$ cat config.mk
export PLATFORM = sky130hd
export DESIGN_NAME = dff_bank_sequencer
export DESIGN_NICKNAME = d
export VERILOG_FILES = /design/src/rtl/dff_bank_sequencer.sv
export SDC_FILE = /design/constraint.sdc
export NUM_CORES = 1
export LEC_CHECK = 0
export ABC_CLOCK_PERIOD_IN_PS = 6400
export CAP_MARGIN = 20
export CORE_MARGIN = 2
export CORE_UTILIZATION = 40
export DETAILED_ROUTE_END_ITERATION = 10
export HOLD_SLACK_MARGIN = 0.06
export PLACE_DENSITY = 0.72
export SLEW_MARGIN = 20
export SYNTH_ARGS = -nofsm -noshare
export SYNTH_HDL_FRONTEND = slang
export SYNTH_SLANG_ARGS = --single-unit
$ cat constraint.sdc
create_clock -name clk -period 6.4 [get_ports clk]
set_clock_uncertainty 0.2 [all_clocks]
set_input_delay 0.64 -clock clk [delete_from_list [all_inputs] [get_ports clk]]
set_output_delay 0.64 -clock clk [all_outputs]
set_load 0.01 [all_outputs]
$ cat src/rtl/dff_bank_sequencer.sv
// -----------------------------------------------------------------------------
// dff_bank_sequencer
//
// Shares one WIDTH-bit bank of preset/clear D flip-flops among NREQ requesters.
// Each requester may LOAD data, SET all bits, CLEAR all bits or READ the bank.
// Requests are granted round-robin. The block drives the bank's d/load/pre/clr
// lines with timed pulses, then samples the bank output and returns it to the
// granted requester with a one-cycle ack.
//
// Optional build macro: DFF_SEQ_CHECK_EN
//   When defined, adds output 'err'. It pulses together with ack when the
//   sampled readback differs from the value the operation should have left in
//   the bank (SET -> all ones, CLEAR -> all zeros, LOAD -> latched wdata).
//   READ never flags. When undefined there is no err port and no compare logic.
//
// Ports
//   clk      in   1           clock, rising edge
//   clr_n    in   1           asynchronous active-low reset
//   req      in   NREQ        request per requester, held until ack
//   op       in   2*NREQ      op[2i+1:2i]: 00 LOAD, 01 SET, 10 CLEAR, 11 READ
//   wdata    in   WIDTH*NREQ  LOAD data, wdata[WIDTH*i +: WIDTH] for requester i
//   ff_q     in   WIDTH       bank readback
//   ff_d     out  WIDTH       bank data input (holds outside LOAD)
//   ff_load  out  1           bank capture strobe, one cycle
//   ff_pre   out  1           bank preset, all bits
//   ff_clr   out  1           bank clear, all bits
//   gnt      out  NREQ        one-hot grant, high from grant until ack
//   ack      out  NREQ        one-cycle completion pulse
//   rdata    out  WIDTH       ff_q sampled at completion, held afterwards
//   busy     out  1           high whenever the sequencer is not idle
//   err      out  1           (DFF_SEQ_CHECK_EN only) readback mismatch flag
// -----------------------------------------------------------------------------
`default_nettype none

module dff_bank_sequencer #(
    parameter int NREQ      = 4,
    parameter int WIDTH     = 8,
    parameter int PULSE_CYC = 2,
    parameter int RECOV_CYC = 1
) (
    input  logic                    clk,
    input  logic                    clr_n,
    input  logic [NREQ-1:0]         req,
    input  logic [2*NREQ-1:0]       op,
    input  logic [WIDTH*NREQ-1:0]   wdata,
    input  logic [WIDTH-1:0]        ff_q,
    output logic [WIDTH-1:0]        ff_d,
    output logic                    ff_load,
    output logic                    ff_pre,
    output logic                    ff_clr,
    output logic [NREQ-1:0]         gnt,
    output logic [NREQ-1:0]         ack,
    output logic [WIDTH-1:0]        rdata,
    output logic                    busy
`ifdef DFF_SEQ_CHECK_EN
    ,
    output logic                    err
`endif
);

    localparam int IW   = (NREQ > 1) ? $clog2(NREQ) : 1;
    localparam int MAXC = (PULSE_CYC > RECOV_CYC) ? PULSE_CYC : RECOV_CYC;
    localparam int CW   = (MAXC > 0) ? $clog2(MAXC + 1) : 1;

    localparam logic [CW-1:0] PULSE_LAST = CW'(PULSE_CYC - 1);
    localparam logic [CW-1:0] RECOV_LAST = CW'(RECOV_CYC - 1);

    localparam logic [1:0] OP_LOAD  = 2'b00;
    localparam logic [1:0] OP_SET   = 2'b01;
    localparam logic [1:0] OP_CLEAR = 2'b10;
    localparam logic [1:0] OP_READ  = 2'b11;

    typedef enum logic [2:0] {
        ST_IDLE   = 3'd0,
        ST_LOAD   = 3'd1,
        ST_PULSE  = 3'd2,
        ST_RECOV  = 3'd3,
        ST_SAMPLE = 3'd4
    } state_t;

    // Round-robin pick: scanning from the highest offset down lets the
    // lowest offset from ptr overwrite last, so it wins. MSB = any request.
    function automatic logic [IW:0] pick_winner(input logic [NREQ-1:0] req_v,
                                                input logic [IW-1:0]   ptr);
        logic [IW-1:0] win;
        int            idx;
        win = '0;
        for (int k = NREQ - 1; k >= 0; k--) begin
            idx = (int'(ptr) + k) % NREQ;
            win = req_v[IW'(idx)] ? IW'(idx) : win;
        end
        return {|req_v, win};
    endfunction

    // Value the bank should hold after a completed SET/CLEAR/LOAD.
    function automatic logic [WIDTH-1:0] expected_value(input logic [1:0]       op_v,
                                                        input logic [WIDTH-1:0] data_v);
        logic [WIDTH-1:0] val;
        case (op_v)
            OP_SET:   val = {WIDTH{1'b1}};
            OP_CLEAR: val = {WIDTH{1'b0}};
            OP_LOAD:  val = data_v;
            default:  val = {WIDTH{1'b0}};
        endcase
        return val;
    endfunction

    state_t              state_r;
    state_t              state_nx_s;
    logic [CW-1:0]       cnt_r;
    logic [CW-1:0]       cnt_nx_s;
    logic [IW-1:0]       rr_ptr_r;
    logic [IW-1:0]       rr_ptr_nx_s;
    logic [1:0]          op_r;
    logic [1:0]          op_nx_s;
    logic [WIDTH-1:0]    data_r;
    logic [WIDTH-1:0]    data_nx_s;
    logic [NREQ-1:0]     gnt_nx_s;

    logic [IW:0]         pick_s;
    logic                any_req_s;
    logic [IW-1:0]       win_idx_s;
    logic [1:0]          win_op_s;
    logic [WIDTH-1:0]    win_data_s;
    logic [NREQ-1:0]     win_onehot_s;
    logic                grant_s;

    logic [WIDTH-1:0]    ff_d_r;
    logic                ff_load_r;
    logic                ff_pre_r;
    logic                ff_clr_r;
    logic [NREQ-1:0]     gnt_r;
    logic [NREQ-1:0]     ack_r;
    logic [WIDTH-1:0]    rdata_r;
    logic                busy_r;

    // Arbitration: select the winning requester and its op/data.
    always_comb begin
        pick_s       = pick_winner(req, rr_ptr_r);
        any_req_s    = pick_s[IW];
        win_idx_s    = pick_s[IW-1:0];
        win_op_s     = 2'(op >> (2 * int'(win_idx_s)));
        win_data_s   = WIDTH'(wdata >> (WIDTH * int'(win_idx_s)));
        win_onehot_s = {{(NREQ-1){1'b0}}, 1'b1} << win_idx_s;
        grant_s      = (state_r == ST_IDLE) && any_req_s;
    end

    // Next values of the latched transaction (op, data, grant, pointer).
    always_comb begin
        op_nx_s     = op_r;
        data_nx_s   = data_r;
        gnt_nx_s    = gnt_r;
        rr_ptr_nx_s = rr_ptr_r;
        if (grant_s) begin
            op_nx_s     = win_op_s;
            data_nx_s   = win_data_s;
            gnt_nx_s    = win_onehot_s;
            rr_ptr_nx_s = (int'(win_idx_s) == NREQ - 1) ? '0 : (win_idx_s + IW'(1));
        end else begin
            rr_ptr_nx_s = rr_ptr_r;
        end
    end

    // FSM next-state and duration counter.
    always_comb begin
        state_nx_s = state_r;
        cnt_nx_s   = cnt_r;
        case (state_r)
            ST_IDLE: begin
                if (any_req_s) begin
                    case (win_op_s)
                        OP_LOAD:  state_nx_s = ST_LOAD;
                        OP_SET:   state_nx_s = ST_PULSE;
                        OP_CLEAR: state_nx_s = ST_PULSE;
                        OP_READ:  state_nx_s = ST_SAMPLE;
                        default:  state_nx_s = ST_IDLE;
                    endcase
                end else begin
                    state_nx_s = ST_IDLE;
                end
            end
            ST_LOAD:   state_nx_s = ST_SAMPLE;
            ST_PULSE: begin
                if (cnt_r == PULSE_LAST) begin
                    state_nx_s = ST_RECOV;
                end else begin
                    state_nx_s = ST_PULSE;
                end
            end
            ST_RECOV: begin
                if (cnt_r == RECOV_LAST) begin
                    state_nx_s = ST_SAMPLE;
                end else begin
                    state_nx_s = ST_RECOV;
                end
            end
            ST_SAMPLE: state_nx_s = ST_IDLE;
            default:   state_nx_s = ST_IDLE;
        endcase

        // Counter restarts on every state entry; only timed states advance it.
        if (state_nx_s != state_r) begin
            cnt_nx_s = '0;
        end else if ((state_r == ST_PULSE) || (state_r == ST_RECOV)) begin
            cnt_nx_s = cnt_r + CW'(1);
        end else begin
            cnt_nx_s = cnt_r;
        end
    end

    // FSM state, counter, pointer and latched transaction registers.
    always_ff @(posedge clk or negedge clr_n) begin
        if (!clr_n) begin
            state_r  <= ST_IDLE;
            cnt_r    <= '0;
            rr_ptr_r <= '0;
            op_r     <= 2'b00;
            data_r   <= '0;
        end else begin
            state_r  <= state_nx_s;
            cnt_r    <= cnt_nx_s;
            rr_ptr_r <= rr_ptr_nx_s;
            op_r     <= op_nx_s;
            data_r   <= data_nx_s;
        end
    end

    // Bank drive outputs, decoded from the next state so they are registered.
    always_ff @(posedge clk or negedge clr_n) begin
        if (!clr_n) begin
            ff_d_r    <= '0;
            ff_load_r <= 1'b0;
            ff_pre_r  <= 1'b0;
            ff_clr_r  <= 1'b0;
        end else begin
            ff_load_r <= (state_nx_s == ST_LOAD);
            ff_pre_r  <= (state_nx_s == ST_PULSE) && (op_nx_s == OP_SET);
            ff_clr_r  <= (state_nx_s == ST_PULSE) && (op_nx_s == OP_CLEAR);
            ff_d_r    <= (state_nx_s == ST_LOAD) ? data_nx_s : ff_d_r;
        end
    end

    // Requester handshake outputs: grant, completion ack, readback, busy.
    always_ff @(posedge clk or negedge clr_n) begin
        if (!clr_n) begin
            gnt_r   <= '0;
            ack_r   <= '0;
            rdata_r <= '0;
            busy_r  <= 1'b0;
        end else begin
            gnt_r   <= (state_nx_s != ST_IDLE) ? gnt_nx_s : '0;
            ack_r   <= (state_r == ST_SAMPLE) ? gnt_r : '0;
            rdata_r <= (state_r == ST_SAMPLE) ? ff_q : rdata_r;
            busy_r  <= (state_nx_s != ST_IDLE);
        end
    end

`ifdef DFF_SEQ_CHECK_EN
    logic err_r;

    // Readback compare, flagged in the same cycle as ack.
    always_ff @(posedge clk or negedge clr_n) begin
        if (!clr_n) begin
            err_r <= 1'b0;
        end else begin
            err_r <= (state_r == ST_SAMPLE) && (op_r != OP_READ) &&
                     (ff_q != expected_value(op_r, data_r));
        end
    end

    assign err = err_r;
`endif

    assign ff_d    = ff_d_r;
    assign ff_load = ff_load_r;
    assign ff_pre  = ff_pre_r;
    assign ff_clr  = ff_clr_r;
    assign gnt     = gnt_r;
    assign ack     = ack_r;
    assign rdata   = rdata_r;
    assign busy    = busy_r;

endmodule

`default_nettype wire

## Word-level counts from Yosys, hierarchy flattened

Cells that the tools add are included.

- Output and inout bits: 28
- Register bits: 45
- Word-level logic and storage cells: 80
- Bits of input ports: 54

- $add $sub $neg: 5
- Multiplexer cells: 29
- Equality and inequality tests: 15
- Shift-type cells: 3
- Reduce and logical (&&, ||, !) cells: 11
- $lt $le $gt $ge: 4

Operators by type and width:

| cell | number |
|---|---|
| right shift 32 x 5 -> 8 bit | 1 |
| < comparator 2 x 4 -> 1 bit (second input constant) | 4 |
| two-way mux 2 bit | 8 |
| two-way mux 4 bit | 3 |
| case mux 3 bit (4 select lines) | 1 |
| equality test 3 x 2 -> 1 bit (second input constant) | 3 |
| two-way mux 1 bit | 9 |
| case mux 3 bit (3 select lines) | 1 |
| binary-select mux 1 bit (select 2 bit) | 4 |
| equality test 2 x 1 -> 1 bit (second input constant) | 4 |
| two-way mux 8 bit | 1 |
| right shift 8 x 3 -> 2 bit | 1 |
| adder 2 x 1 -> 2 bit (second input constant) | 3 |
| equality test 2 bit (second input constant) | 3 |
| equality test 3 x 1 -> 1 bit (second input constant) | 2 |
| two-way mux 3 bit | 2 |
| adder 2 bit (second input constant) | 2 |
| zero test 2 bit | 2 |
| OR reduction 4 bit | 1 |
| << shifter 1 x 2 -> 4 bit (first input constant) | 1 |
| equality test 3 bit (second input constant) | 1 |
| logical AND 1 bit | 3 |
| zero test 3 bit | 1 |
| != test 3 bit | 1 |
| other kinds (5) | 5 |

## Logic depth before layout (Yosys ltp)

Gate-level depths: netlist of the first run.

- Depth after elaboration: 16
- Depth in mapped cells: 8
- Mapped depth without buffers: 8

## Worst setup path after synthesis of the first run

OpenSTA, ideal clock, no wires.

- Path kind: input to register
- From: input req[1]
- To: register ff_d_r[0], in the netlist ff_d[0]
- Data required time: 6.073 ns
- Library setup time: 0.127 ns
- Setup slack: 3.801 ns
- Arrival time: 2.272 ns
- Path buffers: 0
- Stages on the path: 8
- Cell sequence: nand2b_1 -> o211a_4 -> nor2_4 -> inv_2 -> o311a_1 -> or3_4 -> clkinv_4 -> mux2_1

- Cells in the longest elaborated chain, start to end: 14
- Elaborated cells on any way between the ends: 30

RTL lines:

| what | line | source |
|---|---|---|
| from (decl) | 43 | `input logic [NREQ-1:0] req,` |
| binary-select mux 1 bit (select 2 bit) | 90 | `win = req_v[IW'(idx)] ? IW'(idx) : win;` |
| two-way mux 1 bit (not written as such) (2 in a row) | 90 |  |
| two-way mux 2 bit (4 in a row) | 90 |  |
| right shift 8 x 3 -> 2 bit | 142 | `win_op_s = 2'(op >> (2 * int'(win_idx_s)));` |
| equality test 2 bit / equality test 2 x 1 -> 1 bit (equally long branches) | 171 | `case (win_op_s)` |
| OR reduction 2 bit (no line) | - |  |
| case mux 3 bit (3 select lines) | 171 |  |
| two-way mux 3 bit | 170 | `if (any_req_s) begin` |
| case mux 3 bit (4 select lines) | 168 | `case (state_r)` |
| equality test 3 x 1 -> 1 bit | 239 | `ff_d_r <= (state_nx_s == ST_LOAD) ? data_nx_s : ff_d_r;` |
| to (signal assigned) | 239 |  |
| to (decl) | 128 | `logic [WIDTH-1:0] ff_d_r;` |

Several ways; a longest one is shown, not always the timed one. The select of a mux whose other input is x is not followed.
A chain may end at the register's enable or synchronous reset.

## Worst setup path in the final report of the first run

- From: input req[1]
- To: register ff_d_r[4], in the netlist ff_d[4]

Same word-level chain as after synthesis.

==> results of run 1 <==
## power groups by stage
| stage | registers, mW | clock network, mW | logic (mW) |
|---|---|---|---|
| after global placement | 0.496 | 0 | 0.729 |
| after detailed placement | 0.499 | 0 | 0.737 |
| after CTS | 0.496 | 0.180 | 0.739 |
| after global routing | 0.513 | 0.193 | 0.807 |
| final | 0.495 | 0.174 | 0.731 |
| after floorplan | 0.502 | 0 | 0.462 |
## metal layers
layer / routed length (µm) / up-vias / track usage
li1: - / 950 / -
met1: 2410 / 885 / 0.210
met2: 2460 / 69 / 0.276
met3: 397 / 4 / 0.0543
met4: 39 / 0 / 0.0400
met5: 0 / - / 0
## area by class of cell
cell class                 instances  area [µm²]
clock buffer                       6        72.6
tap                               75        93.8
fill                             532        2530
sequential                        45        1130
multi-input combinational        158        1240
inverter                           9        38.8
clock inverter                     2        15.0
timing repair buffer              81         808
## registers in the layout (all words and copies together), names as in the netlist
| signal | count |
|---|---|
| data_r | 8 |
| ff_d | 8 |
| rdata | 8 |
| ack | 4 |
| gnt | 4 |
| state_r | 3 |
| cnt_r | 2 |
| op_r | 2 |
| rr_ptr_r | 2 |
| busy | 1 |
| ff_clr | 1 |
| ff_load | 1 |
| ff_pre | 1 |
## worst max-delay path: stages
cell and delay [ns]:
sky130_fd_sc_hd__clkdlybuf4s50_1 0.47, sky130_fd_sc_hd__nand2b_1 0.20, sky130_fd_sc_hd__o211a_4 0.26, sky130_fd_sc_hd__nor2_4 0.61, sky130_fd_sc_hd__inv_2 0.11, sky130_fd_sc_hd__o311a_1 0.33
sky130_fd_sc_hd__or3_4 0.35, sky130_fd_sc_hd__clkinv_4 0.10, sky130_fd_sc_hd__mux2_1 0.33
## cell usage in the layout, fill, tap and decap left out, types with 3 or more instances in the layout
cell type                         instances
sky130_fd_sc_hd__clkdlybuf4s50_1         80
sky130_fd_sc_hd__inv_1                    6
sky130_fd_sc_hd__clkbuf_8                 5
sky130_fd_sc_hd__ha_1                     6
sky130_fd_sc_hd__nor2_1                   6
sky130_fd_sc_hd__nand2_1                 15
sky130_fd_sc_hd__mux2_2                  16
sky130_fd_sc_hd__dfrtp_1                 45
sky130_fd_sc_hd__a21oi_1                  6
sky130_fd_sc_hd__nand3_1                  7
sky130_fd_sc_hd__o211ai_1                 4
sky130_fd_sc_hd__nand2b_1                 4
sky130_fd_sc_hd__nor4_1                   3
sky130_fd_sc_hd__and3_1                   5
sky130_fd_sc_hd__mux2_1                   8
sky130_fd_sc_hd__o21ai_0                 15
sky130_fd_sc_hd__xnor2_1                  3
sky130_fd_sc_hd__and2_1                   4
sky130_fd_sc_hd__mux2i_1                 24
## cell families after synthesis
group	count (synthesis)
flip-flops	45
AO/OA/AOI/OAI	43
XOR/XNOR	5
multiplexers	48
AND/OR/NAND/NOR	56
buffers and inverters	18
adder cells (fa/ha/maj)	6
## worst max path at each step
stage	start	to	slack, ns	cells after the start
2_1_floorplan	req[1]	ff_d[0]$_DFFE_PN0P_	3.80	8
3_5_place_dp	req[1]	ff_d[0]$_DFFE_PN0P_	2.61	9
4_1_cts	req[1]	ff_d[4]$_DFFE_PN0P_	2.94	9
6_report	req[1]	ff_d[4]$_DFFE_PN0P_	2.96	9
3_3_place_gp	req[1]	ff_d[0]$_DFFE_PN0P_	2.69	9
5_1_grt	req[1]	ff_d[4]$_DFFE_PN0P_	2.85	9
==> results.md, run 1 <==
- The run finished with clean final reports.
- Of the total synthesized cell area, the portion taken by full adders, half adders and majority gates is 0.0306.
- The hold violation count in the final report came to 0.
- The sort of element at the end of the critical path is a flop.
- For the pin with the worst max-slew slack, the measured transition is about 0.94 ns.
- In this run the clock root is driven by a sky130_fd_sc_hd__clkbuf_8.
- In the final timing run, aggregate negative setup slack is 0 ns.
- In this run, the number of DRC markers left after iteration 0 of detailed routing was 38.
- The routability-driven placement congestion ratio is 0.833.
- The switching power share of the total is 0.379.
- After detailed routing, the number of remaining DRC violations is 0.
- sky130_fd_sc_hd__dfrtp_1 takes more of the synthesized area than any other cell.
- The average cell area after synthesis is about 11 µm².
- The share of the synthesized area in compound gates (AO/OA/AOI/OAI) is 0.117.
- Data on the critical path is required at its endpoint by approximately 6.4 ns.
- By area the synthesized netlist is led by sky130_fd_sc_hd__dfrtp_1 (46%), sky130_fd_sc_hd__mux2i_1 (9.8%), sky130_fd_sc_hd__mux2_2 (7.3%).
- The worst setup margin is between 2 and 3 ns.
- For this run, the total global-route usage over all layers was measured as 0.166.
- For this run, the register share of the synthesized area comes to 0.459.
- The portion of synthesized area spent on multiplexers is 0.208.
- The finished cells cover 3390 µm².
- The clock latency reported for the late side of the worst-skew pair is roughly 0.30 ns.
- TritonCTS built the clock tree.
- In this run the number of H-tree levels came out at 2.
- The CTS sink count is between 40 and 50.
- The fraction of synthesized cell area taken by the top area cell type is 0.459.
- The combinational family with the most area after synthesis is multiplexers.
- The portion of total power attributed to combinational logic is 0.522.
- 0 antenna diodes ended up in the layout.
- In the final layout, the share of cells above drive strength 1 is 0.116.
- Hold is met by 0.134 ns.
- Of the total power, registers draw 0.354.
- At the end of the flow the core is filled with cells to 0.573.
- Hold repair after CTS inserted 0 buffers.
- In this run the core area contains 28 standard-cell rows.
- Of the total power, the clock network draws 0.124.
- Power spread over the standard cell area amounts to between 400 and 500 nW/µm².
- The post-synth net total is roughly 280.
- The total setup buffers inserted after CTS is 0.
- The die height is slightly above 80 µm.
- The via count of the first global-routing pass was approximately 1,900.
- The initial utilization of the core area, before any placement, comes to 0.415.
- The maximum clock frequency is 291 MHz.
- In this run the register-to-register setup slack is around 3.3 ns.
- In this run the critical register-to-register path is captured at ff_d[4]$_DFFE_PN0P_.
- After legalization and detailed placement, the total HPWL measured ~4000 µm.
- In this run the cell area of the synthesized design comes to 2450 µm².
- Data arrives at the worst endpoint at between 3 and 4 ns.
- The count of buffers from port buffering is 81.
- The biggest fanout along the worst timing path is 23.
- The type of the most critical hold path is input port to asynchronous set/reset pin.
- The synthesized instance count is between 200 and 250.
- The clock period minus final worst setup slack is roughly 3.4 ns.
- The count of max-cap constraint violations is 0.
- The register clock-pin slew on the reported worst setup and hold paths is about 0.090 ns.
- The post-place instance area is approximately 3300 µm².
- The design draws about 1.4 mW.
- Entering global routing, the biggest net connects 46 pins.
- The Yosys step of the flow raised 0 warnings.
- Counting instances in the post-synthesis netlist gives the leading cell types as sky130_fd_sc_hd__dfrtp_1 (45), sky130_fd_sc_hd__mux2i_1 (24), sky130_fd_sc_hd__mux2_2 (16), sky130_fd_sc_hd__nand2_1 (15), sky130_fd_sc_hd__o21ai_0 (15).
- The post-synthesis cell type count is a little under 50.
- The reg-to-reg critical path startpoint is rr_ptr_r[1]$_DFFE_PN0P_.
- The post-synthesis to final-layout area growth is 38.3%.
- The clock buffer count from CTS is 5.
- The cell with the most instances after synthesis is sky130_fd_sc_hd__dfrtp_1.
- The flop and latch count out of synthesis is 45.
- The overall routed net length is 5300 µm.
- The overall die area is 6780 µm².
- The share of the clock period used by the worst path after layout is 0.538.
- The maximum root-to-sink buffer count is 2.
- The commonest register cell after synthesis is sky130_fd_sc_hd__dfrtp_1.
- Setup repair after global routing left no endpoint under its margin.
- The kind of critical path is input port to flop.
- Post-CTS repair changed the size of 0 cells.
- The region available for standard cell placement spans around 5900 µm².
- The first global-routing pass estimated ~8700 µm of wire.
- The top-level port count is 82.
- In the synthesized netlist the async set-or-reset flop fraction comes to 1.00.
- The synthesized-area fraction occupied by xor and xnor cells is 0.0178.
- The first-pass detailed-route iteration total is 4.
- The number of nets in the finished design is 360.
- The number of flops mapped to enable cells by yosys is 0.
- The overall via count from detail_route is between 1,500 and 2,000.
- In this run the tightest slew margin relative to its limit is 0.368.
- The number of failing setup endpoints in the final timing report is 0.
- After detailed routing, the number of vias per cell comes to 5.07.
- The final non-filler cell total is approximately 380.
- The final count of pins violating max slew was 0.
- The worst setup path is launched from an input port.
- The number of antenna violations at the first check in global routing is 0.
- In the final routed layout, each cell accounts on average for roughly 14 µm.
- The detail route stage leaves a number of antenna-violating nets equal to 0.
- The worst reg2reg path depth is 8.
- The switching power summed over all nets is about 0.53 mW.
- The post-placement cell count is roughly 370.
- The x dimension of the die is slightly above 80 µm.
- The cell leakage power is approximately 1.5 nW.
- Of the total synthesized cell area, the portion taken by AND, OR, NAND and NOR gates is 0.129.
- OpenSTA, run right after detailed placement, puts the worst setup slack at 2.61 ns.
- The design internal power is ~0.87 mW.
- The worst-case IR drop observed on VDD is between 150 and 200 µV.
- The total overflow reported by the global router is 0.
Note: power is estimated with default switching activity, not from simulation.
==> inputs of run 2 (changes only) <==
--- a/config.mk
+++ b/config.mk
@@ -5,13 +5,13 @@
 export SDC_FILE = /design/constraint.sdc
 export NUM_CORES = 1
 export LEC_CHECK = 0
-export ABC_CLOCK_PERIOD_IN_PS = 6400
+export ABC_CLOCK_PERIOD_IN_PS = 2990
 export CAP_MARGIN = 20
 export CORE_MARGIN = 2
 export CORE_UTILIZATION = 40
 export DETAILED_ROUTE_END_ITERATION = 10
 export HOLD_SLACK_MARGIN = 0.06
-export PLACE_DENSITY = 0.72
+export PLACE_DENSITY = 0.75
 export SLEW_MARGIN = 20
 export SYNTH_ARGS = -nofsm -noshare
 export SYNTH_HDL_FRONTEND = slang
==> constraint.sdc (replaced) <==
create_clock -name clk -period 2.99 [get_ports clk]
set_clock_uncertainty 0.2 [all_clocks]
set_input_delay 0.299 -clock clk [delete_from_list [all_inputs] [get_ports clk]]
set_output_delay 0.299 -clock clk [all_outputs]
set_load 0.01 [all_outputs]
==> results.md, run 2 (synthesis gave the netlist of run 1 again) <==
- The maximum root-to-sink buffer count is 2.
- The share of total power dissipated in the clock network is 0.126.
- In this run the critical register-to-register path is launched from rr_ptr_r[1]$_DFFE_PN0P_.
- For this run, the detailed router's first-pass iteration total came to 4.
- The clock period minus final worst setup slack is about 2.6 ns.
- The detail route stage leaves a number of antenna-violating nets equal to 0.
- The commonest non-fill, non-tap cell in the layout is sky130_fd_sc_hd__clkdlybuf4s50_1.
- The end of the worst register-to-register path is ff_d[4]$_DFFE_PN0P_.
- The top-level port count is 82.
- Of the total power, the share spent switching nets is 0.376.
- Of the total power, registers draw 0.337.
- At the worst endpoint, the required time is 2.98 ns.
- At the end of routability-driven placement, the weighted congestion stood at 0.885.
- Measured along the x axis, the die boundary spans roughly 82 µm.
- The overall track demand over capacity in global routing is 0.173.
- The overall via count from detail_route is just under 2,000.
- The biggest fanout along the worst timing path is 9.
- Of the total power, combinational logic draws 0.536.
- The post-cts sizing count is 0.
- For this run, design rule violations remaining after detail routing come to 0.
- The post-placement cell count is approximately 380.
- The tree is rooted in a sky130_fd_sc_hd__clkbuf_8.
- The post-synthesis to final-layout area growth is 42.0%.
- After the last flow step, the layout net total stands at 370.
- The count of cells in the finished layout, fillers not included, comes to approximately 390.
- The critical path goes through clkdlybuf4s50_1 > nand2b_1 > o211a_4 > nor2_4 > inv_2 > o311a_1 > or3_4 > clkinv_4 > mux2_1.
- The first global-routing pass estimated around 9000 µm of wire.
- The register clock-pin slew on the reported worst setup and hold paths is approximately 0.090 ns.
- The initialized floorplan defines 28 standard-cell rows.
- Buffers placed on the I/O ports in this run total 81.
- Entering global routing, the biggest net connects between 40 and 50 pins.
- The hold violation count in the final report is 0.
- Timing would allow up to a little under 400 MHz.
- For this configuration, the core starts out at a cell density of 0.415.
- The final count of pins violating max slew is 0.
- The kind of start point of the critical path is an input port.
- The area of all sequential standard cells is between 1000 and 1500 µm².
- The core footprint is 5920 µm².
- The clock tree synthesis step divided the H-tree into 2 levels.
- The number of diodes is 0.
- In this design, the largest share of critical-path delay is due to simple AND/OR/NAND/NOR gates.
- The floorplan step defined a die boundary enclosing between 6000 and 7000 µm².
- The analysis attributes to cell leakage a power of roughly 1.5 nW.
- After detailed routing, the average wire length per cell comes to around 14 µm.
- The wire-length estimate of the detail-placed layout is 4160 µm.
- Measured on the finished design, the core utilization comes to 0.589.
- The count of buffer and inverter cells on the critical path is 3.
- Clock latency on the worst-skew pair, taken at its later pin, is around 0.30 ns.
- The sum of negative setup slack is 0 ns.
- The total overflow reported by the global router is 0.
- The arrival time at the worst endpoint is 2.55 ns.
- The count of max-cap constraint violations is 0.
- The areal power density over the cells is roughly 890 nW/µm².
- Setup repair after global routing left no endpoint under its margin.
- After detailed routing, the total wire length is approximately 5300 µm.
- The via count of the first global-routing pass is about 2,000.
- The final-layout fill cell count is between 500 and 600.
- Dividing the final minimum period by the clock period gives 0.858.
- In the final layout, the multi-input gates occupy between 1000 and 1500 µm².
- Headroom to the max-slew limit came out at 0.382.
- The measured slew at the worst slew-check pin is around 0.92 ns.
- For this design the total switching power over the nets is roughly 1.2 mW.
- The sort of element at the end of the critical path is a flop.
- TritonCTS built the clock tree.
- Cell internal power was estimated by the tool at roughly 1.9 mW.
- The largest single stage delay on the critical path is approximately 0.47 ns.
- The number of antenna violations at the first check in global routing is 0.
- In this run the vertical extent of the chip is ~82 µm.
- The total setup buffers inserted after CTS is 0.
- In the final layout, the share of cells above drive strength 1 is 0.141.
- The clock buffer count from CTS is 5.
- By startpoint and endpoint, the worst setup path is classified as input port to flop.
- The number of hold-repair buffers added at the cts stage is 1.
- For hold timing, the worst endpoint is data_r[7]$_DFF_PN0_.
- The master of the slowest instance on the critical path is sky130_fd_sc_hd__clkdlybuf4s50_1.
- Counting every sink on the clock net gives between 40 and 50.
- The setup slack of the worst register-to-register path is about 0.45 ns.
- The worst hold path was traced through 2 stages.
- Counting cells, the worst reg-to-reg path comes to 8.
- In this run the most critical hold path is launched from data_r[7]$_DFF_PN0_.
- The min-delay analysis places its worst path in the category flop to flop.
- The number of failing setup endpoints in the final timing report is 0.
- The worst-case vdd ir drop is approximately 360 µV.
- The flow ran to the end, and the final reports show no timing, DRC or antenna violations.
- The library cells used most frequently in the layout, excluding fill and tap cells, are sky130_fd_sc_hd__clkdlybuf4s50_1 (80), sky130_fd_sc_hd__dfrtp_1 (45), sky130_fd_sc_hd__mux2i_1 (24), sky130_fd_sc_hd__mux2_2 (16).
- The via count normalized by instance count is slightly above 5.
- In this run, the number of DRC markers left after iteration 0 of detailed routing was 71.
==> run 2: metrics by stage <==
step / total power [mW] / hold slack, ns / setup slack [ns] / area [µm²]
after floorplan: 2.06 / -0.197 / 0.595 / 2450
final: 3.11 / 0.294 / 0.425 / 3490
after detailed placement: 2.74 / 0.277 / 0.106 / 3380
after CTS: 3.15 / 0.296 / 0.432 / 3480
after global routing: 3.38 / 0.309 / 0.244 / 3490
after global placement: 2.71 / 0.268 / 0.162 / 3380
==> run 2: layer usage <==
metal / vias up / share of wire / GRT usage
met3: 4 / 0.079 / 0.0533
met2: 68 / 0.47 / 0.293
met1: 920 / 0.44 / 0.214
met5: - / 0 / 0
met4: 0 / 0.0087 / 0.0450
li1: 976 / - / -
==> run 2: how the worst max path moves through the flow <==
stage                            start                   to  cells past startpoint
2_1_floorplan  rr_ptr_r[1]$_DFFE_PN0P_  ff_d[6]$_DFFE_PN0P_                      8
3_3_place_gp                    req[1]  ff_d[1]$_DFFE_PN0P_                      9
3_5_place_dp                    req[1]  ff_d[4]$_DFFE_PN0P_                      9
4_1_cts                         req[1]  ff_d[2]$_DFFE_PN0P_                      9
5_1_grt                         req[1]   gnt[3]$_DFFE_PN0P_                      8
6_report                        req[1]  ff_d[4]$_DFFE_PN0P_                      9
==> run 2: cell type report <==
| type | instances | share of cell area |
|---|---|---|
| clock buffer | 5 | 0.0197 |
| sequential | 45 | 0.323 |
| timing repair buffer | 91 | 0.258 |
| tap | 75 | 0.0269 |
| clock inverter | 3 | 0.00718 |
| inverter | 9 | 0.0111 |
| multi-input combinational | 158 | 0.354 |
==> run 2: worst reg2reg max path: cells and delay by family, from the launching register on <==
family	cells	cell delay (ns)
multiplexers	1	0.33
AND/OR/NAND/NOR	3	0.71
buffers and inverters	2	0.17
flip-flops	1	0.45
AO/OA/AOI/OAI	2	0.58
==> run 2: power by group through the flow <==
stage / Clock [mW] / Sequential [mW] / Combinational, mW
after global routing: 0.436 / 1.09 / 1.86
after CTS: 0.405 / 1.05 / 1.69
final: 0.393 / 1.05 / 1.67
after global placement: 0 / 1.05 / 1.65
after detailed placement: 0 / 1.06 / 1.68
after floorplan: 0 / 1.07 / 0.989
==> inputs of run 3 (changes only) <==
==> constraint.sdc (replaced) <==
create_clock -name clk -period 2.99 [get_ports clk]
set_clock_uncertainty 0.2 [all_clocks]
set_input_delay 0.299 -clock clk [delete_from_list [all_inputs] [get_ports clk]]
set_output_delay 0.299 -clock clk [all_outputs]
set_load 0.05 [all_outputs]
==> results of run 3 <==
The final DEF is identical to that of run 2. Status: complete, no violations.
Main changes from that run: total power 3.11 mW -> 3.60 mW; worst IR drop on VDD 355 µV -> 524 µV
